**src/rtl/ysyx_22040759_mem_stage_pkg.sv**
```systemverilog
// Shared definitions for the MEM stage: FSM encodings, load/store func3 codes
// and bit offsets of the EXE->MEM and MEM->WB buses.
package ysyx_22040759_mem_stage_pkg;

    typedef enum logic [1:0] {
        ST_IDLE = 2'd0,
        ST_REQ  = 2'd1,
        ST_RESP = 2'd2,
        ST_DONE = 2'd3
    } ms_state_e;

    localparam logic [2:0] F3_B  = 3'd0;
    localparam logic [2:0] F3_H  = 3'd1;
    localparam logic [2:0] F3_W  = 3'd2;
    localparam logic [2:0] F3_D  = 3'd3;
    localparam logic [2:0] F3_BU = 3'd4;
    localparam logic [2:0] F3_HU = 3'd5;
    localparam logic [2:0] F3_WU = 3'd6;

    // EXE->MEM bus fields
    localparam int IN_INST_LSB  = 141;
    localparam int IN_SRC2_LSB  = 77;
    localparam int IN_MEM_WEN   = 76;
    localparam int IN_MEM_REN   = 75;
    localparam int IN_FUNC3_LSB = 72;
    localparam int IN_WSEL_LSB  = 70;
    localparam int IN_REG_WEN   = 69;
    localparam int IN_RD_LSB    = 64;
    localparam int IN_PC_LSB    = 0;

    // MEM->WB bus fields
    localparam int OUT_INST_LSB = 136;
    localparam int OUT_RES_LSB  = 72;
    localparam int OUT_WSEL_LSB = 70;
    localparam int OUT_REG_WEN  = 69;
    localparam int OUT_RD_LSB   = 64;
    localparam int OUT_PC_LSB   = 0;

endpackage

```
**src/rtl/ysyx_22040759_mem_stage_if.sv**
```systemverilog
// Data-memory bridge handshake: req/gnt for the command, resp_valid for read
// data or write acknowledge.
interface ysyx_22040759_mem_stage_if #(
    parameter int XLEN = 64
);
    logic            req;
    logic            wr;
    logic [XLEN-1:0] addr;
    logic [XLEN-1:0] wdata;
    logic [7:0]      wstrb;
    logic [2:0]      size;
    logic            gnt;
    logic            resp_valid;
    logic [XLEN-1:0] rdata;

    modport master (
        output req, wr, addr, wdata, wstrb, size,
        input  gnt, resp_valid, rdata
    );

    modport slave (
        input  req, wr, addr, wdata, wstrb, size,
        output gnt, resp_valid, rdata
    );
endinterface

```
**src/rtl/ysyx_22040759_mem_stage_lsu_align.sv**
```systemverilog
// Combinational byte-lane logic: store data/strobe placement and load data
// extraction with sign or zero extension.
module ysyx_22040759_lsu_align
    import ysyx_22040759_mem_stage_pkg::*;
(
    input  logic [2:0]  func3_i,
    input  logic [2:0]  off_i,
    input  logic [63:0] src2_i,
    input  logic [63:0] rdata_i,
    output logic [63:0] wdata_o,
    output logic [7:0]  wstrb_o,
    output logic [63:0] ldata_o
);
    logic [5:0]  shamt;
    logic [7:0]  strb_base;
    logic [63:0] shifted;

    assign shamt   = {off_i, 3'b000};
    assign wdata_o = src2_i << shamt;
    assign shifted = rdata_i >> shamt;

    always_comb begin
        strb_base = 8'h00;
        unique case (func3_i[1:0])
            2'd0: strb_base = 8'h01;
            2'd1: strb_base = 8'h03;
            2'd2: strb_base = 8'h0F;
            2'd3: strb_base = 8'hFF;
        endcase
    end

    // Misaligned strobes simply lose the bits shifted past lane 7
    assign wstrb_o = strb_base << off_i;

    always_comb begin
        ldata_o = shifted;
        case (func3_i)
            F3_B:    ldata_o = {{56{shifted[7]}},  shifted[7:0]};
            F3_H:    ldata_o = {{48{shifted[15]}}, shifted[15:0]};
            F3_W:    ldata_o = {{32{shifted[31]}}, shifted[31:0]};
            F3_D:    ldata_o = shifted;
            F3_BU:   ldata_o = {56'd0, shifted[7:0]};
            F3_HU:   ldata_o = {48'd0, shifted[15:0]};
            F3_WU:   ldata_o = {32'd0, shifted[31:0]};
            default: ldata_o = shifted;
        endcase
    end
endmodule

```
**src/rtl/ysyx_22040759_mem_stage.sv**
```systemverilog
// MEM pipeline stage: latches the EXE bus, performs one data-memory access per
// load/store and hands the final result to WB.
module ysyx_22040759_mem_stage
    import ysyx_22040759_mem_stage_pkg::*;
#(
    parameter int XLEN      = 64,
    parameter int IN_BUS_W  = 173,
    parameter int OUT_BUS_W = 168
) (
    input  logic                 clk,
    input  logic                 rst,
    input  logic                 ws_allowin,
    output logic                 ms_allowin,
    input  logic                 es_to_ms_valid,
    input  logic [IN_BUS_W-1:0]  es_to_ms_bus,
    input  logic [XLEN-1:0]      es_alu_result,
    output logic                 ms_to_ws_valid,
    output logic [OUT_BUS_W-1:0] ms_to_ws_bus,
    output logic [XLEN-1:0]      ms_alu_result,
    output logic [4:0]           ms_rd,
    output logic                 ms_is_load,
    ysyx_22040759_mem_stage_if.master dmem
);
    logic                ms_valid_q;
    logic [IN_BUS_W-1:0] bus_q;
    logic [XLEN-1:0]     alu_q;
    logic [XLEN-1:0]     ldata_q;
    ms_state_e           state_q;

    logic            is_load;
    logic            is_store;
    logic            mem_op;
    logic            in_mem_op;
    logic            ms_ready_go;
    logic            capture;
    logic            dmem_active;
    logic [2:0]      func3;
    logic [XLEN-1:0] st_wdata;
    logic [7:0]      st_wstrb;
    logic [XLEN-1:0] ld_data;
    logic [XLEN-1:0] final_result;

    assign is_load   = bus_q[IN_MEM_REN];
    assign is_store  = bus_q[IN_MEM_WEN];
    assign mem_op    = is_load | is_store;
    assign in_mem_op = es_to_ms_bus[IN_MEM_REN] | es_to_ms_bus[IN_MEM_WEN];
    assign func3     = bus_q[IN_FUNC3_LSB +: 3];

    assign ms_ready_go    = !mem_op || (state_q == ST_DONE);
    assign ms_allowin     = !ms_valid_q || (ms_ready_go && ws_allowin);
    assign ms_to_ws_valid = ms_valid_q && ms_ready_go;
    assign capture        = es_to_ms_valid && ms_allowin;

    always_ff @(posedge clk or negedge rst) begin
        if (!rst) begin
            ms_valid_q <= 1'b0;
            bus_q      <= '0;
            alu_q      <= '0;
        end else begin
            if (ms_allowin) begin
                ms_valid_q <= es_to_ms_valid;
            end
            if (capture) begin
                bus_q <= es_to_ms_bus;
                alu_q <= es_alu_result;
            end
        end
    end

    // A response that arrives outside RESP (e.g. after a reset) never advances the FSM
    always_ff @(posedge clk or negedge rst) begin
        if (!rst) begin
            state_q <= ST_IDLE;
            ldata_q <= '0;
        end else begin
            case (state_q)
                ST_IDLE: begin
                    if (capture && in_mem_op) state_q <= ST_REQ;
                end
                ST_REQ: begin
                    if (dmem.gnt) state_q <= ST_RESP;
                end
                ST_RESP: begin
                    if (dmem.resp_valid) begin
                        if (is_load) ldata_q <= ld_data;
                        state_q <= ST_DONE;
                    end
                end
                ST_DONE: begin
                    if (ms_allowin) state_q <= (capture && in_mem_op) ? ST_REQ : ST_IDLE;
                end
                default: state_q <= ST_IDLE;
            endcase
        end
    end

    ysyx_22040759_lsu_align u_align (
        .func3_i (func3),
        .off_i   (alu_q[2:0]),
        .src2_i  (bus_q[IN_SRC2_LSB +: 64]),
        .rdata_i (dmem.rdata),
        .wdata_o (st_wdata),
        .wstrb_o (st_wstrb),
        .ldata_o (ld_data)
    );

    assign dmem_active = (state_q == ST_REQ);
    assign dmem.req    = dmem_active;
    assign dmem.wr     = dmem_active && is_store;
    assign dmem.addr   = dmem_active ? alu_q : '0;
    assign dmem.wdata  = (dmem_active && is_store) ? st_wdata : '0;
    assign dmem.wstrb  = (dmem_active && is_store) ? st_wstrb : 8'h00;
    assign dmem.size   = dmem_active ? {1'b0, func3[1:0]} : 3'b000;

    assign final_result = is_load ? ldata_q : alu_q;

    assign ms_to_ws_bus = {bus_q[IN_INST_LSB +: 32],
                           final_result,
                           bus_q[IN_WSEL_LSB +: 2],
                           bus_q[IN_REG_WEN],
                           bus_q[IN_RD_LSB +: 5],
                           bus_q[IN_PC_LSB +: 64]};

    assign ms_alu_result = alu_q;
    assign ms_rd         = (ms_valid_q && bus_q[IN_REG_WEN]) ? bus_q[IN_RD_LSB +: 5] : 5'd0;
    assign ms_is_load    = ms_valid_q && is_load;
endmodule

```
**src/flat_wrapper.sv**
```systemverilog
// flat-port wrapper written by rule: the top's interface ports become plain ports
module ysyx_22040759_mem_stage_flat import ysyx_22040759_mem_stage_pkg::*;
#(
    parameter int XLEN      = 64,
    parameter int IN_BUS_W  = 173,
    parameter int OUT_BUS_W = 168
)
  (clk, rst, ws_allowin, ms_allowin, es_to_ms_valid, es_to_ms_bus, es_alu_result, ms_to_ws_valid, ms_to_ws_bus, ms_alu_result, ms_rd, ms_is_load, dmem_req, dmem_wr, dmem_addr, dmem_wdata, dmem_wstrb, dmem_size, dmem_gnt, dmem_resp_valid, dmem_rdata);
  ysyx_22040759_mem_stage_if #(.XLEN(XLEN)) dmem_i ();
  input  logic clk;
  input  logic rst;
  input  logic ws_allowin;
  output logic ms_allowin;
  input  logic es_to_ms_valid;
  input  logic [IN_BUS_W-1:0] es_to_ms_bus;
  input  logic [XLEN-1:0] es_alu_result;
  output logic ms_to_ws_valid;
  output logic [OUT_BUS_W-1:0] ms_to_ws_bus;
  output logic [XLEN-1:0] ms_alu_result;
  output logic [4:0] ms_rd;
  output logic ms_is_load;
  output wire logic [$bits(dmem_i.req)-1:0] dmem_req;
  output wire logic [$bits(dmem_i.wr)-1:0] dmem_wr;
  output wire logic [$bits(dmem_i.addr)-1:0] dmem_addr;
  output wire logic [$bits(dmem_i.wdata)-1:0] dmem_wdata;
  output wire logic [$bits(dmem_i.wstrb)-1:0] dmem_wstrb;
  output wire logic [$bits(dmem_i.size)-1:0] dmem_size;
  input wire logic [$bits(dmem_i.gnt)-1:0] dmem_gnt;
  input wire logic [$bits(dmem_i.resp_valid)-1:0] dmem_resp_valid;
  input wire logic [$bits(dmem_i.rdata)-1:0] dmem_rdata;
  assign dmem_req = dmem_i.req;
  assign dmem_wr = dmem_i.wr;
  assign dmem_addr = dmem_i.addr;
  assign dmem_wdata = dmem_i.wdata;
  assign dmem_wstrb = dmem_i.wstrb;
  assign dmem_size = dmem_i.size;
  assign dmem_i.gnt = dmem_gnt;
  assign dmem_i.resp_valid = dmem_resp_valid;
  assign dmem_i.rdata = dmem_rdata;
  ysyx_22040759_mem_stage #(.XLEN(XLEN), .IN_BUS_W(IN_BUS_W), .OUT_BUS_W(OUT_BUS_W)) u_core (.clk(clk), .rst(rst), .ws_allowin(ws_allowin), .ms_allowin(ms_allowin), .es_to_ms_valid(es_to_ms_valid), .es_to_ms_bus(es_to_ms_bus), .es_alu_result(es_alu_result), .ms_to_ws_valid(ms_to_ws_valid), .ms_to_ws_bus(ms_to_ws_bus), .ms_alu_result(ms_alu_result), .ms_rd(ms_rd), .ms_is_load(ms_is_load), .dmem(dmem_i));
endmodule
```
**config.mk**
```make
export PLATFORM = sky130hd
export DESIGN_NAME = ysyx_22040759_mem_stage_flat
export DESIGN_NICKNAME = d
export VERILOG_FILES = /design/src/rtl/ysyx_22040759_mem_stage_pkg.sv /design/src/rtl/ysyx_22040759_mem_stage_if.sv /design/src/rtl/ysyx_22040759_mem_stage_lsu_align.sv /design/src/rtl/ysyx_22040759_mem_stage.sv /design/src/flat_wrapper.sv
export SDC_FILE = /design/constraint.sdc
export NUM_CORES = 1
export LEC_CHECK = 0
export CORE_AREA = 4 4 269 271
export CTS_CLUSTER_DIAMETER = 60
export DETAILED_ROUTE_END_ITERATION = 8
export DIE_AREA = 0 0 273 275
export GPL_TIMING_DRIVEN = 0
export PLACE_DENSITY = 0.6
export SYNTH_ARGS = -nofsm -noshare
export SYNTH_HDL_FRONTEND = slang
export SYNTH_HIERARCHICAL = 1
export SYNTH_SLANG_ARGS = --single-unit
```
**constraint.sdc**
```tcl
create_clock -name clk -period 3 [get_ports clk]
set_clock_uncertainty 0.15 [all_clocks]
set_input_delay 0.6 -clock clk [delete_from_list [all_inputs] [get_ports clk]]
set_output_delay 0.6 -clock clk [all_outputs]
set_load 0.02 [all_outputs]
```
==> Word level (Yosys, flattened, before mapping) <==
Cells that the tools add are included.
{ "classes": {"addsub": 0, "multipliers": 0, "div_mod_pow": 0, "n_lt_le_gt_ge": 0, "n_eq_ne": 15, "shifts": 3, "n_mux": 14, "bitwise_logic": 2, "reduce_logical": 16} }
{ "ops": {"columns": ["operator", "n"], "rows": [
  ["one-hot mux 64 bit (6 select lines)", 1],
  ["two-way mux 64 bit", 3],
  ["left shift 64 x 6 -> 64 bit", 1],
  [">> shifter 64 x 6 -> 64 bit", 1],
  ["one-hot mux 8 bit (4 select lines)", 1],
  ["two-way mux 2 bit", 5],
  ["equality test 3 bit (second input constant)", 3],
  ["equality test 2 bit (second input constant)", 4],
  ["two-way mux 8 bit", 1],
  ["one-hot mux 2 bit (4 select lines)", 1],
  ["left shift 8 x 3 -> 8 bit", 1],
  ["logical AND 1 bit", 7],
  ["two-way mux 5 bit", 1],
  ["equality test 2 x 1 -> 1 bit (second input constant)", 2],
  ["logical NOT 2 bit", 2],
  ["inequality test 2 x 1 -> 1 bit (second input constant)", 2],
  ["inequality test 2 bit (second input constant)", 2],
  ["AND reduction 4 bit", 1],
  ["equality test 3 x 1 -> 1 bit (second input constant)", 1],
  ["equality test 3 x 2 -> 1 bit (second input constant)", 1],
  ["logical NOT 3 bit", 1],
  ["AND reduction 3 bit", 1],
  ["logical NOT 1 bit", 2],
  ["logical OR 1 bit", 2],
  ["2 further kinds", 3]
]} }
{ "totals": {"regBits": 304, "latchBits": 0, "ram_bits": 0, "romBits": 0, "input_bits": 307, "out_inout_bits": 381, "word_cells": 55, "n_memories": 0} }

==> Longest topological paths before layout <==
{ "depth": {"depth_word": 10, "ltp_mapped": 9, "mapped_depth_nobuf": 6} }

==> By module <==
Netlist, hierarchy kept.
{ "by_module_without_submodules": {"columns": ["module", "n_inst", "cells_each", "area_each_um2", "seq_area_each_um2"], "rows": [
  ["ysyx_22040759_mem_stage", 1, 1515, 14321.2, 7607.3],
  ["ysyx_22040759_lsu_align", 1, 584, 4396.7, 0.0]
]} }

==> Least setup slack after synthesis <==
Ideal clock, no wire load.
{ "synth_timing": {"path_type": "register -> output", "startpoint": "register u_core.alu_q[2], in the netlist u_core/ms_alu_result[2]", "endpoint": "output port dmem_wdata[56]", "arrival_ps": 1883, "required_time_ps": 2250, "setup_slack_ps": 367, "path_stages_with_launch": 8, "n_path_buf": 5, "path_cell_list": "dfrtp_1 -> buf_2 -> buf_4 -> buf_4 -> buf_4 -> clkbuf_4 -> mux2i_1 -> and3_1"} }
{ "synth_between": {"elab_chain_len": 2} }
{ "synth_lines": {"columns": ["element", "line_no", "source"], "rows": [
  ["start, declared", "ysyx_22040759_mem_stage.sv:26", "logic [XLEN-1:0] alu_q;"],
  ["start signal, assigned", "ysyx_22040759_mem_stage.sv:65", "alu_q <= es_alu_result;"],
  ["left shift 64 x 6 -> 64 bit", "ysyx_22040759_mem_stage_lsu_align.sv:19", "assign wdata_o = src2_i << shamt;"],
  ["via u_core.st_wdata[56]", "ysyx_22040759_mem_stage.sv:38", "logic [XLEN-1:0] st_wdata;"],
  ["two-way mux 64 bit", "ysyx_22040759_mem_stage.sv:111", "assign dmem.wdata = (dmem_active && is_store) ? st_wdata : '0;"],
  ["end, declared", "flat_wrapper.sv:25", "output wire logic [$bits(dmem_i.wdata)-1:0] dmem_wdata;"]
]} }
The timed path passes the listed nets, and every way through them passes these cells.

==> Worst setup path after layout <==
{ "layout_timing": {"startpoint": "register u_core.alu_q[1], in the netlist u_core/ms_alu_result[1]", "endpoint": "output port dmem_wdata[55]"} }
Same word-level chain as after synthesis.

==> flow_metrics.tcl <==
set metrics [dict create \
    dieArea_mm2 0.07508 \
    p_leak_nw 14.32 \
    synth-compound-area-share_pct 5.160 \
    cp.arrival_ns 2.39 \
    worstPathMaxFanout 5 \
    clock_latency_ns 0.57 \
    drc 0 \
    synth-xor-area-share_pct 0 \
    crit_chain "buf_12 > buf_12 > buf_12 > mux2i_4 > nor2_2 > a21oi_2 > mux2i_1 > and3_4 > buf_6" \
    synth_fa_ha_area_share_pct 0.3342 \
    fmax_ghz 0.3185 \
    synth_top_area_cell "dfrtp_1" \
    vdd_ir_drop_max_mv 0.5581 \
    end_kind "output pin" \
    port_buffers 686 \
    fin_util_pct 43.21 \
    grt_pass1_wl_um 127300 \
    synthArstFlopShare_pct 100.0 \
    grt_use_met3_pct 5.835 \
    die_y_um 275 \
    start_util_pct 26.82 \
    critPathMostFrequentCell "buf_12" \
    tightest_slew_ns 0.8915 \
    maxCapViolations 0 \
    setup_violations 54 \
    powerDensity_mw_per_mm2 1195 \
    ant_nets 0 \
    syn-mean-instance-area_um2 8.918 \
    dr.pass1.iters 5 \
    finalHoldViolCount 0 \
    ys_seq_area_share_pct 40.64 \
    place.gp.congestion 0.9354 \
    grt_max_degree 108 \
    cts.clk_slew.worst_paths_ns 0.06 \
    grt_overflow 0 \
    grt_pass1_vias 18350 \
    synth_commonest_cells "nand2_1 (766), dfrtp_1 (304), mux2_2 (160)" \
    num_rows 97 \
    grt_use_met1_pct 28.79 \
    path_buf_inv 4 \
    vias 18290 \
    final_max_slew_viol_count 0 \
    register_area_mm2 0.007611 \
    slowest_stage "dfrtp_2" \
    die_w_um 273 \
    failed_checks "negative setup slack" \
    first_iter_violations 1382 \
    synth.distinct_cells 54 \
    period_share_pct 104.6 \
    post-dp-hpwl_um 69450 \
    syn2layout_area_growth_pct 61.10 \
    h-tree-depth 2 \
    syn_area_mm2 0.01872 \
    fin_ws_ns -0.1394 \
    max_stage_delay_ns 0.48 \
    synth-simple-area-share_pct 24.47 \
    yosys.area.top_type_share_pct 40.64 \
    min-delay-path-class "reg -> reg" \
    root_buffer "clkbuf_16" \
    cts_max_path_buffers 3 \
    yosysWarnings 6 \
    synth_edf_count 0 \
    rsz0062_at_grt "yes" \
    wire_per_inst_um 23.39 \
    status "finished with violations" \
    busiest_layer "met2" \
    cp-start-kind "flop" \
    coreArea_mm2 0.06979 \
    viasPerCell 4.732 \
    antenna_found_initial 14 \
    ys_top_cells_by_area "dfrtp_1 (41%), nand2_1 (15%), mux2_2 (9.6%)" \
    yosysMostFrequentCell "nand2_1" \
    multi_input_area_mm2 0.009985 \
    holdWs_ns 0.3206 \
    global_route.usage.total_pct 22.79 \
    slew_headroom_pct 40.57 \
    synth_fp_nets 2411 \
    worst-setup-path-type "reg -> out" \
    clock_sinks 304 \
    drive_above_1_share_pct 28.57 \
    synth_cells 2099 \
    synth_top_family_by_area "simple AND/OR/NAND/NOR gates" \
    nets 3201 \
    synth_ff_type "dfrtp_1" \
    cts_tree "done" \
    routed_wl_um 90430 \
    critPathTopFamily "buffers and inverters" \
    required_ns 2.25 \
    synthMuxAreaShare_pct 19.12 \
    grt_use_met2_pct 38.72 \
    ios 688 \
    final.min_clock_period_ns 3.139 \
    yosys_register_bits 304 \
    fillers 7007 \
    cts_buffers 41 \
]
worst min-delay path, stage by stage, from the launching register on:
cell	delay, ns
dfrtp_1	0.33
nand2_1	0.05
nand2_1	0.05
registers in the layout, indices dropped and copies added (netlist names):
signal and cells:
u_core/bus_q 173, u_core/ldata_q 64, u_core/ms_alu_result 64, u_core/ms_valid_q 1, u_core/state_q 2
where the power goes:
group	internal [W]	leakage [nW]	total [W]	switching, W
clock network	0.00281	0.647	0.00482	0.00202
registers	0.00603	3.78	0.00812	0.00208
logic	0.0109	9.89	0.0231	0.0122
total	0.0198	14.3	0.0360	0.0163
cell type report:
type / instances / area share [%]
inverters: 3 / 0.04979
clock inverters: 18 / 0.6805
diodes: 10 / 0.08299
clock buffers: 52 / 3.672
well taps: 940 / 3.900
repair buffers: 757 / 25.37
multi-input cells: 1524 / 33.11
plain buffers: 258 / 7.888
flip-flops and latches: 304 / 25.24
path summary, 6_finish.rpt:
kind                                                     start                                   end  slack, ns  cells after the start
setup / recovery           u_core/ms_alu_result[1]$_DFFE_PN0P_                        dmem_wdata[55]      -0.14                      9
hold / removal                    u_core/bus_q[16]$_DFFE_PN0P_          u_core/bus_q[16]$_DFFE_PN0P_       0.32                      2
setup reg to reg           u_core/ms_alu_result[0]$_DFFE_PN0P_        u_core/ldata_q[37]$_DFFE_PN0P_       0.10                      9
hold reg to reg                   u_core/bus_q[16]$_DFFE_PN0P_          u_core/bus_q[16]$_DFFE_PN0P_       0.32                      2
max in group asynchronous                                  rst          u_core/bus_q[38]$_DFFE_PN0P_       1.00                      3
min in group asynchronous                                  rst  u_core/ms_alu_result[26]$_DFFE_PN0P_       0.52                      2
stage by stage:
stage | TNS (ns) | setup WS, ns | std cells | instance area (um2) | power [W]
4_1_cts | -10.28 | -0.2873 | 3841 | 29750 | 0.03550
3_3_place_gp | -4128.77 | -13.25 | 3725 | 26760 | 0.02843
6_report | -3.933 | -0.1394 | 3866 | 30150 | 0.03603
5_1_grt | -10.88 | -0.2618 | 3864 | 30150 | 0.03796
2_1_floorplan | 0 | 0.3671 | 2099 | 18720 | 0.01947
3_5_place_dp | -128.57 | -1.295 | 3727 | 26820 | 0.02853
per-layer routing:
layer | vias up | share of wire (%)
met1 | 8836 | 41
met2 | 829 | 48
met3 | 148 | 8.1
li1 | 8476 | -
met5 | - | 0.031
met4 | 4 | 2.8
cell families after synthesis:
| logic type | Yosys count |
|---|---|
| adders and majority gates | 5 |
| other | 1 |
| muxes | 310 |
| and+or+nand+nor | 1062 |
| AOI/OAI and AO/OA | 145 |
| DFF | 304 |
| buffers and inverters | 272 |
cell usage in the layout (no fill, tap or decap), types with 8 or more instances in the layout:
cell	netlist	final
clkbuf_8	1	11
buf_4	147	183
a21oi_1	28	11
mux2i_4	0	13
o21ai_0	44	21
buf_12	0	19
and3_4	0	43
and3_1	77	34
buf_16	0	8
dlygate4sd2_1	0	81
o22ai_2	0	9
diode_2	0	10
clkbuf_1	34	14
clkdlybuf4s15_2	0	27
clkdlybuf4s15_1	0	8
mux2i_1	127	110
nor2b_1	16	13
nand3_1	12	12
clkbuf_16	0	49
o21ai_2	1	13
buf_2	50	34
buf_6	33	121
buf_8	2	10
mux2_2	160	154
o21ai_1	0	10
o22ai_1	17	8
and2_1	76	73
nor2_1	65	42
nand4_1	25	25
mux4_2	22	22
nand2_1	766	766
dfrtp_1	304	301
o2111ai_1	8	8
clkinv_2	0	9
clkdlybuf4s50_1	0	479
o211ai_1	8	8
clkbuf_2	0	14
a21oi_2	0	15
nor2_2	0	20
timing repair:
| action | 4_1_cts | 5_1_grt |
|---|---|---|
| endpoints found under the hold margin | 90 | 0 |
| pin swaps | 43 | 51 |
| gates cloned | 8 | 3 |
| setup buffers | 42 | 20 |
| endpoints found under the setup margin | 205 | 131 |
| hold buffers | 1 | 0 |
| gates resized for setup | 966 | 109 |
Power figures use the tool's default switching activity.
